[config.mk]
export PLATFORM = sky130hd
export DESIGN_NAME = flags_unit
export DESIGN_NICKNAME = d
export VERILOG_FILES = /design/src/rtl/flags_unit.sv
export SDC_FILE = /design/constraint.sdc
export NUM_CORES = 1
export LEC_CHECK = 0
export CAP_MARGIN = 20
export CORE_MARGIN = 4
export CORE_UTILIZATION = 28
export DETAILED_ROUTE_END_ITERATION = 10
export PLACE_DENSITY = 0.78
export SLEW_MARGIN = 10
export SYNTH_ARGS = -nofsm -noshare
export SYNTH_HDL_FRONTEND = slang
export SYNTH_SLANG_ARGS = --single-unit
[constraint.sdc]
create_clock -name clk -period 1.4 [get_ports clk]
set_clock_uncertainty 0.1 [all_clocks]
set_input_delay 0.28 -clock clk [delete_from_list [all_inputs] [get_ports clk]]
set_output_delay 0.28 -clock clk [all_outputs]
set_load 0.1 [all_outputs]
[src/rtl/flags_unit.sv]
// Architectural FLAGS register downstream of the ALU.
// Owns the STI/POP SS interrupt shadow and the TF single-step trap.
module flags_unit #(
  parameter logic [15:0] ARITH_MASK = 16'h08D5
) (
  input  logic        clk,
  input  logic        reset_n,
  input  logic [15:0] alu_flags,
  input  logic        update_en,
  input  logic [15:0] update_mask,
  input  logic        load_en,
  input  logic        load_low_only,
  input  logic [15:0] load_val,
  input  logic [2:0]  cmd,
  input  logic        shadow_req,
  input  logic        instr_end,
  input  logic        trap_ack,
  output logic [15:0] flags,
  output logic        int_enabled,
  output logic        trap_pending
);

  localparam logic [15:0] WR_MASK = 16'h0FD5;
  localparam logic [15:0] FIXED   = 16'hF002;

  localparam int CF = 0;
  localparam int TF = 8;
  localparam int IF = 9;
  localparam int DF = 10;

  typedef enum logic [2:0] {
    C_NOP = 3'd0,
    C_CLC = 3'd1,
    C_STC = 3'd2,
    C_CLI = 3'd3,
    C_STI = 3'd4,
    C_CLD = 3'd5,
    C_STD = 3'd6,
    C_CLR = 3'd7
  } cmd_t;

  typedef enum logic [1:0] {
    S_IDLE  = 2'd0,
    S_ARMED = 2'd1,
    S_LAST  = 2'd2
  } shadow_t;

  logic [15:0] arch;
  logic [15:0] upd_m;
  logic [15:0] nxt_raw;
  logic [15:0] nxt;
  cmd_t        op;

  shadow_t state;
  shadow_t state_nxt;
  logic    arm;
  logic    int_nxt;
  logic    tf_armed;
  logic    trap_nxt;

  assign op    = cmd_t'(cmd);
  assign upd_m = update_en ? (update_mask & ARITH_MASK) : 16'h0000;

  always_comb begin
    nxt_raw = arch;
    if (load_en) begin
      if (load_low_only) begin
        nxt_raw[7:0] = load_val[7:0];
      end else begin
        nxt_raw = load_val;
      end
    end else begin
      nxt_raw = (arch & ~upd_m) | (alu_flags & upd_m);
      // cmd is applied last so it beats the ALU on a CF clash
      unique case (op)
        C_CLC: nxt_raw[CF] = 1'b0;
        C_STC: nxt_raw[CF] = 1'b1;
        C_CLI: nxt_raw[IF] = 1'b0;
        C_STI: nxt_raw[IF] = 1'b1;
        C_CLD: nxt_raw[DF] = 1'b0;
        C_STD: nxt_raw[DF] = 1'b1;
        C_CLR: begin
          nxt_raw[TF] = 1'b0;
          nxt_raw[IF] = 1'b0;
        end
        default: ;
      endcase
    end
    nxt = (nxt_raw & WR_MASK) | FIXED;
  end

  always_comb begin
    arm = shadow_req;
    if (!load_en && op == C_STI && !arch[IF]) begin
      arm = 1'b1;
    end
    if (load_en && !load_low_only && !arch[IF] && load_val[IF]) begin
      arm = 1'b1;
    end
  end

  always_comb begin
    state_nxt = state;
    if (arm) begin
      state_nxt = instr_end ? S_LAST : S_ARMED;
    end else if (instr_end) begin
      unique case (state)
        S_ARMED: state_nxt = S_LAST;
        S_LAST:  state_nxt = S_IDLE;
        default: state_nxt = S_IDLE;
      endcase
    end
    int_nxt = nxt[IF] && (state_nxt == S_IDLE);
  end

  always_comb begin
    trap_nxt = trap_pending;
    if (instr_end && tf_armed) begin
      trap_nxt = 1'b1;
    end else if (trap_ack) begin
      trap_nxt = 1'b0;
    end
  end

  always_ff @(posedge clk) begin
    if (!reset_n) begin
      arch         <= FIXED;
      state        <= S_IDLE;
      int_enabled  <= 1'b0;
      tf_armed     <= 1'b0;
      trap_pending <= 1'b0;
    end else begin
      arch         <= nxt;
      state        <= state_nxt;
      int_enabled  <= int_nxt;
      trap_pending <= trap_nxt;
      if (instr_end) begin
        tf_armed <= nxt[TF];
      end
    end
  end

  assign flags = arch;

endmodule

==> qor.txt, run 1 <==
Initial DRC Count - 15
Status - complete, no violations
Antenna-violating nets left - 0
Max Cap Viol - 0
Critical path required time - 1.48 ns
Largest cells by area after synthesis - dfxtp_1 (37%), buf_4 (8.0%), nand2_1 (8.0%)
Uppermost layer routed - met4
R2r setup slk - 0.11 ns
Crit path max fanout - 4
Lkg Pwr - 0.000619 µW
Die area - 3590 µm²
Drt total wl - 2340 µm
Worst Reg2Reg Path Length in Cells - 4
DRT Pass-1 Iters - 4
Slew Viols, Final - 0
WHS Path Cells - 4
Syn Std Cell Area - 754 µm²
FP Rows - 18
Hold crit path type - in -> reg
Post-Synthesis Cells - 94
Setup Slack @ Placement - -0.430 ns
CTS tree - yes
Area leader, netlist - dfxtp_1
Core Util, Final - 0.566
RSZ-0062 raised after global routing - no
Clock Sinks - 14
Cts hold-fix bufs - 0
End of the worst register-to-register path - int_enabled
Vias - 841
Synth Warn # - 0
Non-filler cells, final - 177
CP Data Arrival Time - 1.42 ns
Wire per inst - 13.2 µm
# IOs - 77
Clock root cell - clkbuf_4
Fillers - 242
CP Capture Type - register
Final setup vio count - 0
F_max - 0.746 GHz
Hold Vio Cnt, Final - 0
Nets - 207
Worst VDD drop - 0.691 mV
Routability cong. - 0.805
WL met2 - 1230 µm
Cts bufs inserted - 3
GRT Resource Usage Total - 0.128
Global-route wire length before repair - 3450 µm
Vias/cell - 4.75
Initial antenna violation count - 0
Post-route setup slack - 0.0596 ns
Dpl cells - 172
# DRC - 0
Chip height - 59.9 µm
Post-Layout Inst Area - 1430 µm²
Critical path class - in -> reg
CP max stage cell - nor4bb_2
Grt total ovfl - 0
Max Root-Sink Buffers - 2
Area delta synth->final - 89.2%
Pin count of the biggest net entering global routing - 10
# diodes - 0
Core outline area - 2520 µm²
Area share of the largest cell type after synthesis - 0.371
Hpwl dp - 1940 µm
Dpl cell area - 1360 µm²
Power Dens Cells - 887 nW/µm²
Vias in the first global route - 798
Sequential area share after synthesis - 0.371
Synth cell types - 29
Final period utilization - 0.957
Startpoint types - primary input
Period minus WS final - 1.34 ns
Worst skew pair latency - 0.28 ns
CTS clk-pin slew, worst paths - 0.08 ns
Number of synthesized register bits - 14
Worst Hold Path EP - flags[9]
WL met1 - 841 µm
Critical path, cell by cell - dlygate4sd2_1 > buf_4 > nor4bb_2 > a211o_1 > a21oi_2 > and3b_1
Post-Syn Area per Cell - 8.03 µm²
Hold Startpoint - load_val[9]
Port Buffers - 42
WL met3 - 224 µm
Fraction of layout cells with a size suffix above 1 - 0.286
Die X-Extent - 59.9 µm
Origin of the critical flop-to-flop path - flags[9]
Htree depth - 1
Crit-path max cell delay - 0.28 ns
Starting Density - 0.299
==> per-stage QoR <==
| stage | total power (µW) | hold slack (ns) | setup TNS [ns] |
|---|---|---|---|
| final | 1270 | 0.343 | 0 |
| after global routing | 1320 | 0.404 | 0 |
| after global placement | 971 | 0.356 | -3.23 |
| after CTS | 1270 | 0.385 | 0 |
| after detailed placement | 979 | 0.361 | -3.76 |
| after floorplan | 766 | 0.259 | 0 |
==> area by class of cell <==
class	count	area, µm²	share of cell area
Tap cell	30	37.5	0.0263
Multi-Input combinational cell	72	434	0.304
Timing Repair Buffer	52	608	0.426
Inverter	5	18.8	0.0131
Sequential cell	14	293	0.205
Clock buffer	4	36.3	0.0254
==> metal layers <==
| metal | vias up | global-route usage |
|---|---|---|
| met2 | 32 | 0.230 |
| met5 | - | 0 |
| met1 | 383 | 0.141 |
| met4 | 0 | 0.0475 |
| li1 | 422 | - |
| met3 | 4 | 0.0389 |
==> how the worst max path moves through the flow <==
stage | from | end | cells after the start | slack, ns
after global routing | load_en | int_enabled | 5 | 0.04
after floorplan | register | register | 2 | 0.02
after CTS | load_val[9] | int_enabled | 5 | 0.01
final | load_low_only | int_enabled | 6 | 0.06
after global placement | load_en | int_enabled | 5 | -0.34
after detailed placement | load_en | int_enabled | 5 | -0.43
==> worst max-delay path: cells and delay by family <==
family	cells	cell delay (ns)
buf+inv	2	0.40
compound gates	2	0.27
simple gates	2	0.46
==> Yosys cell counts (all sizes together) <==
| cell type | instances |
|---|---|
| mux2 | 4 |
| o31ai | 1 |
| and3b | 1 |
| nand2 | 16 |
| a211oi | 1 |
| nand3b | 1 |
| conb | 2 |
| dfxtp | 14 |
| o21ai | 5 |
| clkinv | 2 |
| a21boi | 1 |
| and3 | 1 |
| mux2i | 2 |
| a21oi | 7 |
| nor4bb | 1 |
| and2 | 1 |
| o32ai | 1 |
| nor3 | 2 |
| a31oi | 3 |
| o22ai | 2 |
| inv | 3 |
| a211o | 1 |
| buf | 8 |
| nand3 | 1 |
| nor4b | 1 |
| o31a | 1 |
| nand2b | 3 |
| nor2 | 8 |
==> power breakdown <==
| part | total (µW) | switching, µW | leakage (µW) | internal (µW) |
|---|---|---|---|---|
| combinational | 524 | 316 | 0.000480 | 208 |
| sequential | 450 | 24.6 | 0.000118 | 426 |
| clock | 292 | 134 | 0.0000210 | 158 |
| total | 1270 | 474 | 0.000619 | 792 |
==> what timing repair did <==
item,in CTS,in global routing
setup buffers,1,0
resized for setup,5,5
pin swaps,4,2
endpoints found under the setup margin,5,5
==> placed cells by master (no fill, tap or decap), drive strengths merged <==
master	synthesis	routed
nor4bb	1	1
a31oi	3	3
and3b	1	1
a211oi	1	1
nor2	8	8
and2	1	1
o21ai	5	5
clkdlybuf4s50	0	24
a21oi	7	7
inv	3	3
mux2	4	4
o32ai	1	1
a211o	1	1
clkbuf	0	4
nand2b	3	3
nand3	1	1
dlygate4sd2	0	4
conb	2	7
dfxtp	14	14
clkinv	2	2
nor3	2	2
nand3b	1	1
o31ai	1	1
nor4b	1	1
buf	8	21
dlymetal6s2s	0	3
and3	1	1
a21boi	1	1
nand2	16	16
mux2i	2	2
o22ai	2	2
o31a	1	1
==> logic make-up (layout without fill, tap and decap cells) <==
group / Yosys count / after routing / share of synthesized area
muxes: 6 / 6 / 0.0862
buffers and inverters: 13 / 61 / 0.104
DFF: 14 / 14 / 0.371
other: 2 / 7 / 0.00995
AOI/OAI and AO/OA: 23 / 23 / 0.192
and+or+nand+nor: 36 / 36 / 0.236
Note: power is estimated with default switching activity, not from simulation.
==> inputs of run 2 (changes only) <==
- RECOVER_POWER: unset -> 25
==> qor.txt, run 2 (synthesized netlist as in run 1, its figures left out) <==
Hold crit path type - in -> reg (unchanged)
Final period utilization - 0.969 (was 0.957)
Die area - 3590 µm² (unchanged)
F_max - 0.737 GHz (was 0.746 GHz)
FP Rows - 18 (unchanged)
Global-route wire length before repair - 3450 µm (unchanged)
Worst hold margin - 0.343 ns (about the same)
Drt total wl - 2350 µm (was 2340 µm)
Post-Layout Inst Area - 1420 µm² (was 1430 µm²)
Vias/cell - 4.80 (was 4.75)
Starting Density - 0.299 (unchanged)
Flop pwr share - 0.356 (was 0.355)
Lkg Pwr - 0.000615 µW (was 0.000619 µW)
Cts bufs inserted - 3 (unchanged)
Cts hold-fix bufs - 0 (unchanged)
Pin count of the biggest net entering global routing - 10 (unchanged)
Total Power - 1270 µW (about the same)
Initial antenna violation count - 0 (unchanged)
Clock Sinks - 14 (unchanged)
RSZ-0062 raised after global routing - no (unchanged)
Dpl cell area - 1360 µm² (unchanged)
Die X-Extent - 59.9 µm (unchanged)
DRT Pass-1 Iters - 4 (unchanged)
Max Cap Viol - 0 (unchanged)
# IOs - 77 (unchanged)
Clock root cell - clkbuf_4 (unchanged)
Most frequent cells in the layout - clkdlybuf4s50_1 (23), nand2_1 (16), buf_12 (11) (was clkdlybuf4s50_1 (24), nand2_1 (16), buf_12 (11))
# DRC - 0 (unchanged)
Vias - 850 (was 841)
Routability cong. - 0.805 (unchanged)
Post-route setup slack - 0.0428 ns (was 0.0596 ns)
Internal Dissipation - 791 µW (was 792 µW)
Fraction of layout cells with a size suffix above 1 - 0.272 (was 0.286)
Grt total ovfl - 0 (unchanged)
Nets - 207 (unchanged)
Htree depth - 1 (unchanged)
Crit path max fanout - 4 (unchanged)
Hold Vio Cnt, Final - 0 (unchanged)
Antenna-violating nets left - 0 (unchanged)
CP Data Arrival Time - 1.43 ns (was 1.42 ns)
Worst VDD drop - 0.683 mV (was 0.691 mV)
Startpoint types - primary input (unchanged)
Max Root-Sink Buffers - 2 (unchanged)
Setup Slack @ Placement - -0.430 ns (unchanged)
GRT Resource Usage Total - 0.128 (unchanged)
Period minus WS final - 1.36 ns (was 1.34 ns)
Power Dens Cells - 891 nW/µm² (was 887 nW/µm²)
CP Capture Type - register (unchanged)
Clock power frac - 0.231 (about the same)
Hpwl dp - 1940 µm (unchanged)
CTS clk-pin slew, worst paths - 0.08 ns (about the same)
Port Buffers - 42 (unchanged)
Proportion of power drawn by combinational gates - 0.413 (was 0.414)
Vias in the first global route - 798 (unchanged)
Wire per inst - 13.3 µm (was 13.2 µm)
Area delta synth->final - 88.2% (was 89.2%)
Hold Startpoint - load_val[9] (unchanged)
Commonest non-fill, non-tap cell in the layout - clkdlybuf4s50_1 (unchanged)
Final setup vio count - 0 (unchanged)
Chip height - 59.9 µm (unchanged)
CP Launch Point - load_low_only (unchanged)
Slew Viols, Final - 0 (unchanged)
Initial DRC Count - 17 (was 15)
# diodes - 0 (unchanged)
Worst skew pair latency - 0.28 ns (about the same)
Origin of the critical flop-to-flop path - flags[9] (unchanged)
Core outline area - 2520 µm² (unchanged)
Critical path required time - 1.48 ns (about the same)
Status - complete, no violations (unchanged)
Critical path class - in -> reg (unchanged)
Switching pwr - 474 µW (about the same)
Net Sw Frac - 0.375 (was 0.374)
CTS tree - yes (unchanged)
-- run 2: area by class of cell --
cell class	count	area, µm²
inverter	5	18.8
sequential	14	289
timing repair buffer	52	604
clock buffer	4	36.3
multi-input combinational	72	434
tap	30	37.5
fill	244	1100
-- run 2: worst paths after layout --
kind              cells past startpoint           end  slack (ns)
hold / removal                        4      flags[9]        0.34
hold reg to reg                       2  trap_pending        0.39
setup / recovery                      6   int_enabled        0.04
setup reg to reg                      4   int_enabled        0.06
-- run 2: timing repair --
item,in CTS,in global routing
pin swaps,4,2
resized for setup,5,5
buffers inserted,1,0
setup endpoints to repair,5,5
gates cloned,0,0
-- run 2: metal layers --
layer  global-route usage  share of wire  vias up
met4               0.0475          0.017        0
met2                0.230           0.53       38
met1                0.141           0.36      387
met3               0.0389           0.10        4
met5                    0              0        -
li1                     -              -      421
-- run 2: power groups by stage --
stage               combinational (µW)  sequential [µW]  clock (µW)
floorplan                          179              587           0
CTS                                523              450         302
finish                             522              451         292
detailed placement                 521              459           0
global placement                   513              458           0
global route                       547              453         319
-- run 2: stage by stage --
step	TNS, ns	instances	utilization
after global placement	-3.23	172	0.540
final	0	177	0.563
after floorplan	0	99	-
after CTS	0	177	0.559
after global routing	0	177	0.563
after detailed placement	-3.76	172	0.540
-- run 2: worst max-delay path, cell delays in order --
cell and delay [ns]:
dlygate4sd2_1 0.25, clkbuf_1 0.15, nor4bb_2 0.30, a211o_1 0.21, a21oi_2 0.06, and3b_1 0.18
